[src/rtl/bcd_seq_ctrl.sv]
// Sequential binary-to-BCD converter: shift-and-add-3, one magnitude bit per clock.
// Converts the low IN_W bits of |value_in| into DIGITS packed BCD digits, with sign and overflow flags.
module bcd_seq_ctrl #(
  parameter int IN_W   = 8,
  parameter int DIGITS = 3
) (
  input  logic                  clk,
  input  logic                  rst,
  input  logic                  start,
  input  logic [31:0]           value_in,
  output logic                  busy,
  output logic                  done,
  output logic [4*DIGITS-1:0]   bcd_out,
  output logic                  neg,
  output logic                  ovf
);

  localparam int ACC_W = 4 * DIGITS;
  localparam int CNT_W = (IN_W > 1) ? $clog2(IN_W) : 1;

  typedef enum logic [1:0] {IDLE, SHIFT, DONE} state_t;

  state_t             state_q, state_d;
  logic [IN_W-1:0]    mag_q, mag_d;
  logic [ACC_W-1:0]   acc_q, acc_d;
  logic [CNT_W-1:0]   cnt_q, cnt_d;
  logic               neg_w_q, neg_w_d;
  logic               ovf_w_q, ovf_w_d;
  logic               busy_q, busy_d;
  logic               done_q, done_d;
  logic [ACC_W-1:0]   bcd_q, bcd_d;
  logic               neg_q, neg_d;
  logic               ovf_q, ovf_d;

  logic [31:0]        mag_full;
  logic [ACC_W-1:0]   acc_adj;
  logic [ACC_W-1:0]   acc_shifted;

  // Datapath for one shift step: correct every digit first, then shift in the next magnitude bit.
  always_comb begin
    mag_full = value_in[31] ? (~value_in + 32'd1) : value_in;
    acc_adj  = acc_q;
    for (int k = 0; k < DIGITS; k++) begin
      if (acc_q[4*k +: 4] >= 4'd5) acc_adj[4*k +: 4] = acc_q[4*k +: 4] + 4'd3;
    end
    acc_shifted = {acc_adj[ACC_W-2:0], mag_q[cnt_q]};
  end

  always_comb begin
    // NOTE: every *_d gets a default of its *_q first, so no path through the case infers a latch.
    state_d = state_q;
    mag_d   = mag_q;
    acc_d   = acc_q;
    cnt_d   = cnt_q;
    neg_w_d = neg_w_q;
    ovf_w_d = ovf_w_q;
    busy_d  = busy_q;
    done_d  = 1'b0;
    bcd_d   = bcd_q;
    neg_d   = neg_q;
    ovf_d   = ovf_q;

    unique case (state_q)
      IDLE: begin
        if (start) begin
          state_d = SHIFT;
          mag_d   = mag_full[IN_W-1:0];
          neg_w_d = value_in[31];
          ovf_w_d = |mag_full[31:IN_W];
          acc_d   = '0;
          cnt_d   = CNT_W'(IN_W - 1);
          busy_d  = 1'b1;
        end
      end
      SHIFT: begin
        acc_d = acc_shifted;
        cnt_d = cnt_q - 1'b1;
        if (cnt_q == '0) begin
          state_d = DONE;
          busy_d  = 1'b0;
          done_d  = 1'b1;
          bcd_d   = acc_shifted;
          neg_d   = neg_w_q;
          ovf_d   = ovf_w_q;
        end
      end
      DONE:    state_d = IDLE;
      default: state_d = IDLE;
    endcase
  end

  // NOTE: state is updated with non-blocking assignments so all flops see pre-edge values.
  always_ff @(posedge clk) begin
    if (rst) begin
      state_q <= IDLE;
      mag_q   <= '0;
      acc_q   <= '0;
      cnt_q   <= '0;
      neg_w_q <= 1'b0;
      ovf_w_q <= 1'b0;
      busy_q  <= 1'b0;
      done_q  <= 1'b0;
      bcd_q   <= '0;
      neg_q   <= 1'b0;
      ovf_q   <= 1'b0;
    end else begin
      state_q <= state_d;
      mag_q   <= mag_d;
      acc_q   <= acc_d;
      cnt_q   <= cnt_d;
      neg_w_q <= neg_w_d;
      ovf_w_q <= ovf_w_d;
      busy_q  <= busy_d;
      done_q  <= done_d;
      bcd_q   <= bcd_d;
      neg_q   <= neg_d;
      ovf_q   <= ovf_d;
    end
  end

  assign busy    = busy_q;
  assign done    = done_q;
  assign bcd_out = bcd_q;
  assign neg     = neg_q;
  assign ovf     = ovf_q;

endmodule
[config.mk]
export PLATFORM = sky130hd
export DESIGN_NAME = bcd_seq_ctrl
export DESIGN_NICKNAME = d
export VERILOG_FILES = /design/src/rtl/bcd_seq_ctrl.sv
export SDC_FILE = /design/constraint.sdc
export NUM_CORES = 1
export LEC_CHECK = 0
export ABC_AREA = 1
export BUFFER_PORTS_ARGS = -buffer_cell sky130_fd_sc_hd__buf_2
export CORE_MARGIN = 5
export CORE_UTILIZATION = 55
export DETAILED_ROUTE_END_ITERATION = 6
export PLACE_DENSITY = 0.86
export REMOVE_ABC_BUFFERS = 1
export SLEW_MARGIN = 20
export SYNTH_ARGS = -nofsm -noshare
export SYNTH_HDL_FRONTEND = slang
export SYNTH_SLANG_ARGS = --single-unit
[constraint.sdc]
create_clock -name clk -period 3.3 [get_ports clk]
set_input_delay 0.33 -clock clk [delete_from_list [all_inputs] [get_ports clk]]
set_output_delay 0.33 -clock clk [all_outputs]
set_load 0.005 [all_outputs]
Yosys cells after proc, flatten, opt, wreduce, memory -nomap -nowiden --
Index checks and enable logic that the tools add are counted.
Word-level totals: register bits after elaboration 43, latch bits 0, memory bits (writable) 0, ROM bits 0, bits of input ports 35, output and inout bits 16, word-level logic and storage cells 52, memories 0
Operators by class: $add $sub $neg 5, $mul 0, divide/modulo/power cells 0, order comparisons 4, equal/unequal tests 3, shift-type cells 0, mux-type cells 17, bitwise gates (word level) 2, reductions and logical operators 10
Operator list (number):
- adder 32 x 1 -> 32 bit, second input constant | 1
- 2-to-1 mux 32 bit | 1
- inverter 32 bit | 1
- one-hot mux 12 bit (2 select lines) | 1
- OR reduction 24 bit | 1
- >= comparator 4 x 3 -> 1 bit, second input constant | 3
- 2-to-1 mux 12 bit | 1
- adder 4 x 2 -> 4 bit, second input constant | 2
- 2-to-1 mux 4 bit | 2
- AND reduction 2 bit | 4
- 2-to-1 mux 3 bit | 2
- one-hot mux 3 bit (2 select lines) | 1
- < comparator 3 x 4 -> 1 bit, second input constant | 1
- 2-to-1 mux 1 bit | 4
- 2-to-1 mux 2 bit | 2
- inequality test 2 bit, second input constant | 2
- one-hot mux 2 bit (2 select lines) | 1
- adder 3 x 2 -> 3 bit, second input constant | 1
- binary-select mux 1 bit (select 3 bit) | 1
- zero test 3 bit | 1
- AND reduction 3 bit | 1
- subtractor 3 x 1 -> 3 bit, second input constant | 1
- == test 2 x 1 -> 1 bit, second input constant | 1
- zero test 2 bit | 1
- 4 further kinds | 4

Depth between registers and ports, before layout --
Gate-level depths: netlist of the first run.
depth in word-level cells 4, gate-level depth with buffers 14, mapped depth without buffers 14

Worst setup path after synthesis of the first run --
No wires, ideal clock.
path kind register to register, from register cnt_q[0], to register bcd_q[11] (netlist: bcd_out[11]), library setup time 0.058 ns, arrival 1.463 ns, required time 3.242 ns, path slack 1.779 ns, stages on the path, launching flop included 9, path buffers 1, period minus slack after synthesis 1.521 ns, path through dfxtp_1 -> clkinv_1 -> ha_1 -> nand2_1 -> nor2_1 -> inv_1 -> clkbuf_1 -> o21ai_0 -> inv_1
Between the ends: word-level cells in the longest chain between the ends 2
Ends and longest elaborated chain:
- from (decl) | RTL line 26 | logic [CNT_W-1:0] cnt_q, cnt_d;
- from (signal assigned) | RTL line 110 | cnt_q <= cnt_d;
- zero test 3 bit | RTL line 78 | if (cnt_q == '0) begin
- AND reduction 2 bit (no source line)
- to (signal assigned) | RTL line 103 | bcd_q <= '0;
- to (signal assigned) | RTL line 115 | bcd_q <= bcd_d;
- to (decl) | RTL line 31 | logic [ACC_W-1:0] bcd_q, bcd_d;
No other way between the ends. A chain may end at the register's enable or synchronous reset.

Worst setup path after layout of the first run --
from register cnt_q[0], to register bcd_q[2] (netlist: bcd_out[2])
Same word-level chain as after synthesis.

==> results of run 1 <==
==> cell type report <==
class / count / area, um^2
Multi-Input combinational cell: 357 / 1830
Clock buffer: 6 / 72.6
Clock inverter: 1 / 30.0
Tap cell: 70 / 87.6
Timing Repair Buffer: 50 / 250
Inverter: 57 / 214
Fill cell: 496 / 1860
Sequential cell: 43 / 861
==> flip-flops by register name, indices dropped and copies added, names as in the netlist <==
register  count
done          1
busy          1
cnt_q         3
ovf_w_q       1
acc_q        12
mag_q         8
ovf           1
neg           1
neg_w_q       1
state_q       2
bcd_out      12
==> tightest hold or removal path, stage by stage <==
cell	delay (ns)
buf_2	0.10
nand2_1	0.08
a21oi_1	0.07
==> cells by family after synthesis <==
group / share of synthesized area [%]
AO/OA/AOI/OAI: 16.2
XOR/XNOR: 3.21
adder cells (fa/ha/maj): 3.75
buffers and inverters: 10.4
flip-flops: 28.7
AND/OR/NAND/NOR: 37.7
==> power groups by stage <==
stage	Clock, mW	Combinational, mW	Sequential [mW]
floorplan	0	0.198	0.593
global placement	0	0.298	0.598
detailed placement	0	0.310	0.598
CTS	0.395	0.314	0.587
global route	0.416	0.360	0.593
finish	0.395	0.318	0.588
==> cells in the final DEF (no fill, tap or decap) <==
cell	n
a21oi_2	1
nand2_2	12
clkinv_1	1
o221ai_1	2
o22ai_1	4
inv_1	55
o21ai_2	3
a221oi_1	2
clkbuf_8	5
nor2_4	2
a31oi_1	1
dfxtp_1	43
ha_1	9
a21oi_1	14
nand2_1	115
xor2_1	9
o211ai_1	5
nand3b_1	9
nand4_1	9
o21ai_4	1
o21ai_0	46
nand3_2	1
bufinv_16	1
nor2_2	14
o21ai_1	6
or2_2	3
clkbuf_1	1
inv_2	1
nor2_1	59
nand3_1	28
buf_2	50
xnor2_1	2
==> per-stage QoR <==
stage	instances	power, mW	setup slack (ns)
after floorplan	457	0.791	1.54
after global placement	577	0.896	1.26
after detailed placement	577	0.908	1.11
after CTS	584	1.30	1.06
after global routing	584	1.37	0.795
final	584	1.30	0.999
==> layer usage <==
layer  vias up  track usage (%)
li1       1604                -
met3        12             4.05
met4         0             7.60
met1      1459             29.6
met2       102             36.5
met5         -                0
==> final timing paths <==
check / end / slack [ns] / cells after the start
worst max register to register: bcd_out[2] / 1.0 / 8
worst min register to register: mag_q[0] / 0.48 / 2
worst max-delay path: bcd_out[2] / 1.0 / 8
worst min-delay path: mag_q[0] / 0.33 / 3
==> flow_summary.toml, run 1 <==
[final_layout]
fin_util_pct = 64.2
final_nets = 558
fin_area_um2 = 3340
area.growth.synth_to_final_pct = 11.4
insertedDiodeCount = 0
drive_gt1_share_pct = 18.3

[place]
placed_cell_area_um2 = 3240
routabilityCongestion = 0.962
port_buffers = 50
dpl.hpwl_mm = 5.98

[die]
num_io_pins = 51
die_x_um = 83.8
start_util_pct = 57.6
dieArea_um2 = 7030
row_count = 26
chipHeight_um = 83.8
design.core.area_um2 = 5200

[synth]
synth.most_common_cell = "nand2_1"
synth_common_cells = "nand2_1, nor2_1, inv_1"
ys_warn_count = 0
ys.flop_type = "dfxtp_1"
synth_seq_cells = 43
async_flop_share_pct = 0
synth_top_area_share_pct = 28.7
synth_edf_count = 0
yosysTopAreaCell = "dfxtp_1"
synth.distinct_cells = 33
synthCells = 469
syn-cell-area_um2 = 3000
seq_area_frac_synth_pct = 28.7
synth_area_leaders = "dfxtp_1, nand2_1, o21ai_0"
syn_area_per_cell_um2 = 6.39

[critical_path]
r2r_start = "cnt_q[0]"
critPathKind = "flip-flop to flip-flop"
path_max_fanout = 14
cpPeakStageDelay_ns = 0.61
path_buf_inv = 3
crit_path_end_kind = "flip-flop"
cp_top_family = "simple AND/OR/NAND/NOR gates"
cp-start-kind = "flip-flop"
cp-startpoint = "cnt_q[0]"
cp_data_arrival_time_ns = 2.52
critPathRequiredTime_ns = 3.52
cp_slowest_cell = "nor2_1"
cp_cell_sequence = "clkinv_1 > ha_1 > nand2_1 > nor2_1 > inv_1 > nor2_1 > inv_1 > o21ai_0"

[timing]
max_slew_margin_pct = 50.5
fmax_mhz = 435
setup_violations = 0
rsz0062_at_grt = "false"
hold_viol_final = 0
fin_crit_ns = 2.30
post-route-period-util_pct = 69.7
finalClockSkew_ns = 0.00638
worst_pin_slew_ns = 0.739
tns_ns = 0
holdWs_ns = 0.330
final_max_slew_viol_count = 0

[job]
drv_cap = 0

[cts]
cts_buffers = 5
cts_resized = 0
clockRootBuffer = "clkbuf_8"
htreeDepth = 2
clockBufferDepth = 2
clk_latency_ns = 0.29
cts_hold_buf = 0
clk_pin_slew_ns = 0.08
cts_tree = "done"
cts.sink_count = 43
cts_setup_buffers = 0

[power_and_ir_drop]
p_sw_uw = 408
swShare_pct = 31.4
p_seq_share_pct = 45.2
combPwrFrac_pct = 24.5
p_clk_share_pct = 30.3
internal-power_uw = 892
powerDensity_nw_per_um2 = 389
leakagePower_nw = 1.59
peakVddDrop_uv = 288

[detailed_routing]
wl_met3_um = 484
ant_nets = 0
routed.top_layer = "met4"
dr.first_iter.drc_count = 249
route.detailed.drc = 0
vias = 3177
met1Wirelength_mm = 3.50
postRouteWirelength_mm = 7.70
routed_via_density = 5.44
wl_per_cell_um = 13.2
first_pass_iters = 6
dr_wl_met2_mm = 3.59

[global_routing]
grt_pass1_wl_mm = 13.2
overflow = 0
grt_max_degree = 40
antenna_found_initial = 0
grt_usage_pct = 22.4
grt_pass1_vias = 2955

[outcome]
status = "complete, no violations"

[min_path]
hold_path.class = "input pin to flip-flop"
holdCritStartpoint = "start"
(Power assumes the default switching activity.)
==> inputs of run 2 (changes only) <==
==> constraint.sdc (replaced) <==
create_clock -name clk -period 2.3 [get_ports clk]
set_input_delay 0.23 -clock clk [delete_from_list [all_inputs] [get_ports clk]]
set_output_delay 0.23 -clock clk [all_outputs]
set_load 0.005 [all_outputs]
==> flow_summary.toml, run 2 (synthesized netlist as in run 1, its figures left out) <==
[outcome]
status = "complete, no violations"

[min_path]
whs_endpoint = "mag_q[1]"
hold_depth = 3
hold_path.class = "input pin to flip-flop"
holdCritStartpoint = "value_in[1]"

[place]
routabilityCongestion = 0.918
port_buffers = 50
dpl.hpwl_mm = 6.26
dp_cells = 583
placed_cell_area_um2 = 3280

[timing]
tns_ns = 0
worst_pin_slew_ns = 0.441
fmax_mhz = 570
setup_violations = 0
fin_crit_ns = 1.76
hold_viol_final = 0
rsz0062_at_grt = "false"
finalClockSkew_ns = 0.00898
max_slew_margin_pct = 70.5
post-route-period-util_pct = 76.3
final_max_slew_viol_count = 0

[critical_path]
cp_cell_sequence = "clkinv_1 > ha_1 > nand2_1 > nor2_1 > inv_1 > buf_4 > nor2_1 > nor2_1"
cp_slowest_cell = "dfxtp_1"
r2r-end = "ovf"
path_max_fanout = 9
cp_common_cell = "nor2_1"
cp_data_arrival_time_ns = 1.98
ff2ff_path_depth = 8
critPathKind = "flip-flop to flip-flop"
r2r_setup_slack_ns = 0.54
cp-start-kind = "flip-flop"
crit_path_end_kind = "flip-flop"
cpPeakStageDelay_ns = 0.38
path_buf_inv = 3
r2r_start = "cnt_q[0]"
critPathRequiredTime_ns = 2.52
cp_top_family = "buffers and inverters"

[cts]
clockRootBuffer = "clkbuf_8"
cts_tree = "done"
cts.sink_count = 43
cts_resized = 0
cts_buffers = 5
cts_setup_buffers = 0
clk_latency_ns = 0.29
clk_pin_slew_ns = 0.08
cts_hold_buf = 0
clockBufferDepth = 2
htreeDepth = 2

[global_routing]
gr-usage-met3_pct = 4.15
grt_usage_pct = 22.2
grt-busiest-layer = "met2"
grt_max_degree = 24
antenna_found_initial = 0
grt_pass1_wl_mm = 13.3
use_met1_pct = 28.5
grt_pass1_vias = 3054
overflow = 0
grtUsageMet2_pct = 37.7

[detailed_routing]
route.detailed.drc = 0
dr.first_iter.drc_count = 224
first_pass_iters = 5
wl_per_cell_um = 13.1
vias = 3186
ant_nets = 0
postRouteWirelength_mm = 7.76
routed_via_density = 5.39

[final_layout]
drive_gt1_share_pct = 19.6
insertedDiodeCount = 0
final_nets = 564
fillers = 501
area.growth.synth_to_final_pct = 13.2
fin_cells = 591
final_cell_mix = "nand2_1, nor2_1, inv_1, buf_2, o21ai_0"
fin_area_um2 = 3400
final_common_cell = "nand2_1"

[die]
chipHeight_um = 83.8
row_count = 26
start_util_pct = 57.6
design.core.area_um2 = 5200
dieArea_um2 = 7030
die_x_um = 83.8
num_io_pins = 51

[power_and_ir_drop]
peakVddDrop_uv = 400
powerDensity_nw_per_um2 = 558
leakagePower_nw = 1.63
total_power_mw = 1.89

[job]
drv_cap = 0
## run 2: cell types whose count changed in the layout (fill, tap and decap cells not counted), sizes merged
cell / delta
clkinv: +2
buf: +6
clkbuf: -1
## run 2: stage by stage
stage | util (%) | setup WS [ns] | hold slack, ns
floorplan | - | 0.540 | 0.299
global placement | 63.1 | 0.586 | 0.448
detailed placement | 63.1 | 0.559 | 0.457
CTS | 65.2 | 0.563 | 0.222
global route | 65.2 | 0.341 | 0.237
finish | 65.2 | 0.544 | 0.224
## run 2: how the worst max path moves through the flow
stage,from,endpoint,slack (ns),cells past startpoint
2_1_floorplan,cnt_q[0],bcd_out[2],0.54,8
6_report,cnt_q[0],ovf,0.54,8
4_1_cts,cnt_q[0],ovf,0.56,8
5_1_grt,cnt_q[0],neg,0.34,8
3_3_place_gp,value_in[0],ovf_w_q,0.59,11
3_5_place_dp,value_in[0],ovf_w_q,0.56,14
## run 2: metal layers
layer,vias up,wire [um]
met2,116,3690
li1,1618,-
met1,1436,3460
met5,-,0
met3,16,487
met4,0,123
## run 2: final cells by class
type | count | area [um^2] | area share (%)
clock buffer | 5 | 68.8 | 2.03
clock inverter | 3 | 43.8 | 1.29
inverter | 57 | 214 | 6.30
multi-input combinational | 357 | 1830 | 53.8
sequential | 43 | 861 | 25.4
tap | 70 | 87.6 | 2.58
timing repair buffer | 56 | 295 | 8.70
## run 2: worst min-delay path, delay by kind of cell
kind	cells	cell delay [ns]
buffers and inverters	1	0.12
AOI/OAI and AO/OA	1	0.07
and+or+nand+nor	1	0.06
## run 2: power breakdown
part | total (mW) | internal (mW) | leakage [nW] | switching (mW)
Clock | 0.583 | 0.323 | 0.0581 | 0.259
Sequential | 0.842 | 0.805 | 0.351 | 0.0372
Combinational | 0.470 | 0.169 | 1.22 | 0.301
==> inputs of run 3 (changes only) <==
--- a/config.mk
+++ b/config.mk
@@ -5,12 +5,12 @@
 export SDC_FILE = /design/constraint.sdc
 export NUM_CORES = 1
 export LEC_CHECK = 0
-export ABC_AREA = 1
+export ABC_AREA = 0
 export BUFFER_PORTS_ARGS = -buffer_cell sky130_fd_sc_hd__buf_2
 export CORE_MARGIN = 5
 export CORE_UTILIZATION = 55
 export DETAILED_ROUTE_END_ITERATION = 6
-export PLACE_DENSITY = 0.86
+export PLACE_DENSITY = 0.87
 export REMOVE_ABC_BUFFERS = 1
 export SLEW_MARGIN = 20
 export SYNTH_ARGS = -nofsm -noshare
==> constraint.sdc (replaced) <==
create_clock -name clk -period 1.8 [get_ports clk]
set_input_delay 0.18 -clock clk [delete_from_list [all_inputs] [get_ports clk]]
set_output_delay 0.18 -clock clk [all_outputs]
set_load 0.005 [all_outputs]
==> flow_summary.toml, run 3 <==
[detailed_routing]
routed_via_density = 5.93
first_pass_iters = 4
vias = 3151
wl_per_cell_um = 15.9
dr.first_iter.drc_count = 187
postRouteWirelength_mm = 8.45
ant_nets = 0
route.detailed.drc = 0

[synth]
synth_common_cells = "dfxtp_1, nor2_1, nand2_1"
synth_area_leaders = "dfxtp_1, nor2_1, nand2_1"
synth_seq_cells = 43
synth.most_common_cell = "dfxtp_1"
synthCells = 348
yosysTopAreaCell = "dfxtp_1"
syn-cell-area_um2 = 2750
synth_top_area_share_pct = 31.3
ys.flop_type = "dfxtp_1"
seq_area_frac_synth_pct = 31.3
synth_edf_count = 0
async_flop_share_pct = 0
synth.distinct_cells = 60
syn_area_per_cell_um2 = 7.90
ys_warn_count = 0

[min_path]
hold_path.class = "input pin to flip-flop"

[critical_path]
cp_data_arrival_time_ns = 2.24
critPathKind = "input pin to flip-flop"
critPathRequiredTime_ns = 1.97
cp-start-kind = "input pin"
crit_path_end_kind = "flip-flop"
r2r_setup_slack_ns = -0.22
path_max_fanout = 6

[place]
port_buffers = 50
dpl.hpwl_mm = 6.64
pre_cts_ws_ns = -0.693
placed_cell_area_um2 = 3560
routabilityCongestion = 1.04

[power_and_ir_drop]
peakVddDrop_uv = 344
swShare_pct = 27.7
leakagePower_nw = 1.67
p_clk_share_pct = 33.6
p_seq_share_pct = 43.6
internal-power_mw = 1.70
combPwrFrac_pct = 22.8
powerDensity_nw_per_um2 = 618
p_sw_uw = 654

[final_layout]
fillers = 346
final_cell_mix = "buf_4, buf_2, dfxtp_1, nor2_1, nand2_1"
fin_util_pct = 79.7
final_common_cell = "buf_4"
insertedDiodeCount = 0
final_nets = 507
fin_area_um2 = 3810
drive_gt1_share_pct = 34.7
area.growth.synth_to_final_pct = 38.7

[outcome]
status = "finished, violations left"
violations = "negative setup slack"

[job]
drv_cap = 0

[global_routing]
grt_max_degree = 19
grt_pass1_wl_mm = 13.8
antenna_found_initial = 0
overflow = 0
grt_pass1_vias = 3207
grt_usage_pct = 27.1

[timing]
fmax_mhz = 483
setup_violations = 1
setup_slack_ns = -0.272
hold_viol_final = 0
max_slew_margin_pct = 63.6
finalClockSkew_ns = 0.0139
post-route-period-util_pct = 115
rsz0062_at_grt = "true"
fin_crit_ns = 2.07
worst_pin_slew_ns = 0.546
final_max_slew_viol_count = 0

[die]
chipHeight_um = 80.7
design.core.area_um2 = 4790
dieArea_um2 = 6510
start_util_pct = 57.4
row_count = 25
num_io_pins = 51
die_x_um = 80.7

[cts]
htreeDepth = 2
cts_tree = "done"
clockBufferDepth = 2
clockRootBuffer = "clkbuf_8"
cts.sink_count = 43
clk_pin_slew_ns = 0.08
cts_buffers = 5
clk_latency_ns = 0.30
cts_hold_buf = 0
-- run 3: cell count changes after synthesis, moves of 9 or more --
| cell | before | now |
|---|---|---|
| o21ai_0 | 46 | 20 |
| mux2i_1 | 0 | 9 |
| nand2_1 | 115 | 32 |
| inv_1 | 55 | 15 |
| a211oi_1 | 0 | 12 |
| nor2_1 | 59 | 38 |
| a21oi_1 | 14 | 23 |
| nand2_2 | 12 | 0 |
| nor2_2 | 14 | 0 |
| nor4_1 | 0 | 12 |
| nand3_1 | 28 | 9 |
-- run 3: area by class of cell --
class / instances / area [um^2] / share of cell area, %
clock buffers: 6 / 82.6 / 2.17
multi-input cells: 271 / 1850 / 48.5
clock inverters: 2 / 38.8 / 1.02
well taps: 67 / 83.8 / 2.20
flip-flops and latches: 43 / 861 / 22.6
inverters: 16 / 62.6 / 1.64
repair buffers: 126 / 837 / 21.9
-- run 3: cell families (layout without fill, tap and decap cells) --
| logic type | after synthesis | count (layout) | share of synthesized area [%] |
|---|---|---|---|
| compound gates | 95 | 95 | 23.5 |
| xor+xnor | 10 | 10 | 3.19 |
| fa+ha+maj | 9 | 9 | 4.10 |
| buf+inv | 34 | 150 | 5.01 |
| flops | 43 | 43 | 31.3 |
| mux | 11 | 11 | 4.92 |
| simple gates | 146 | 146 | 27.9 |
-- run 3: through the flow --
step | setup TNS [ns] | hold slack (ns) | cells | power, mW
floorplan | -2.02 | 0.249 | 330 | 1.27
global placement | -0.646 | 0.439 | 520 | 1.53
detailed placement | -0.693 | 0.452 | 520 | 1.55
CTS | -0.249 | 0.210 | 531 | 2.35
global route | -0.373 | 0.257 | 531 | 2.46
finish | -0.272 | 0.215 | 531 | 2.36
-- run 3: per-layer routing --
layer	global-route usage [%]	part of all wire, %	vias up
li1	-	-	1535
met1	29.6	40	1473
met2	48.8	50	118
met3	4.82	6.8	25
met4	15.2	3.1	0
met5	0	0	-
-- run 3: power groups by stage --
| stage | clock network (mW) | logic (mW) | registers (mW) |
|---|---|---|---|
| 2_1_floorplan | 0 | 0.222 | 1.05 |
| 3_3_place_gp | 0 | 0.486 | 1.05 |
| 3_5_place_dp | 0 | 0.503 | 1.05 |
| 4_1_cts | 0.799 | 0.527 | 1.03 |
| 5_1_grt | 0.837 | 0.587 | 1.03 |
| 6_report | 0.792 | 0.538 | 1.03 |
-- run 3: repair_timing --
| action | in CTS | in global routing |
|---|---|---|
| setup endpoints to repair | 3 | 12 |
| pin swaps | 8 | 0 |
| gates resized for setup | 22 | 5 |
| buffers inserted | 3 | 0 |
-- run 3: final timing paths --
check / from / end / cells past startpoint
setup / recovery: value_in[1] / ovf_w_q / 10
hold reg to reg: neg_w_q / neg / 2
setup reg to reg: state_q[1] / ovf_w_q / 7
hold / removal: value_in[0] / mag_q[0] / 4
-- run 3: worst max-delay path, cell delays in order --
cell and delay [ns]:
buf_6 0.10, inv_4 0.05, ha_4 0.12, or4b_4 0.55
nor2_4 0.14, a21bo_2 0.14, nand3_2 0.07, or4_4 0.55
nor4_2 0.25, a31oi_1 0.11
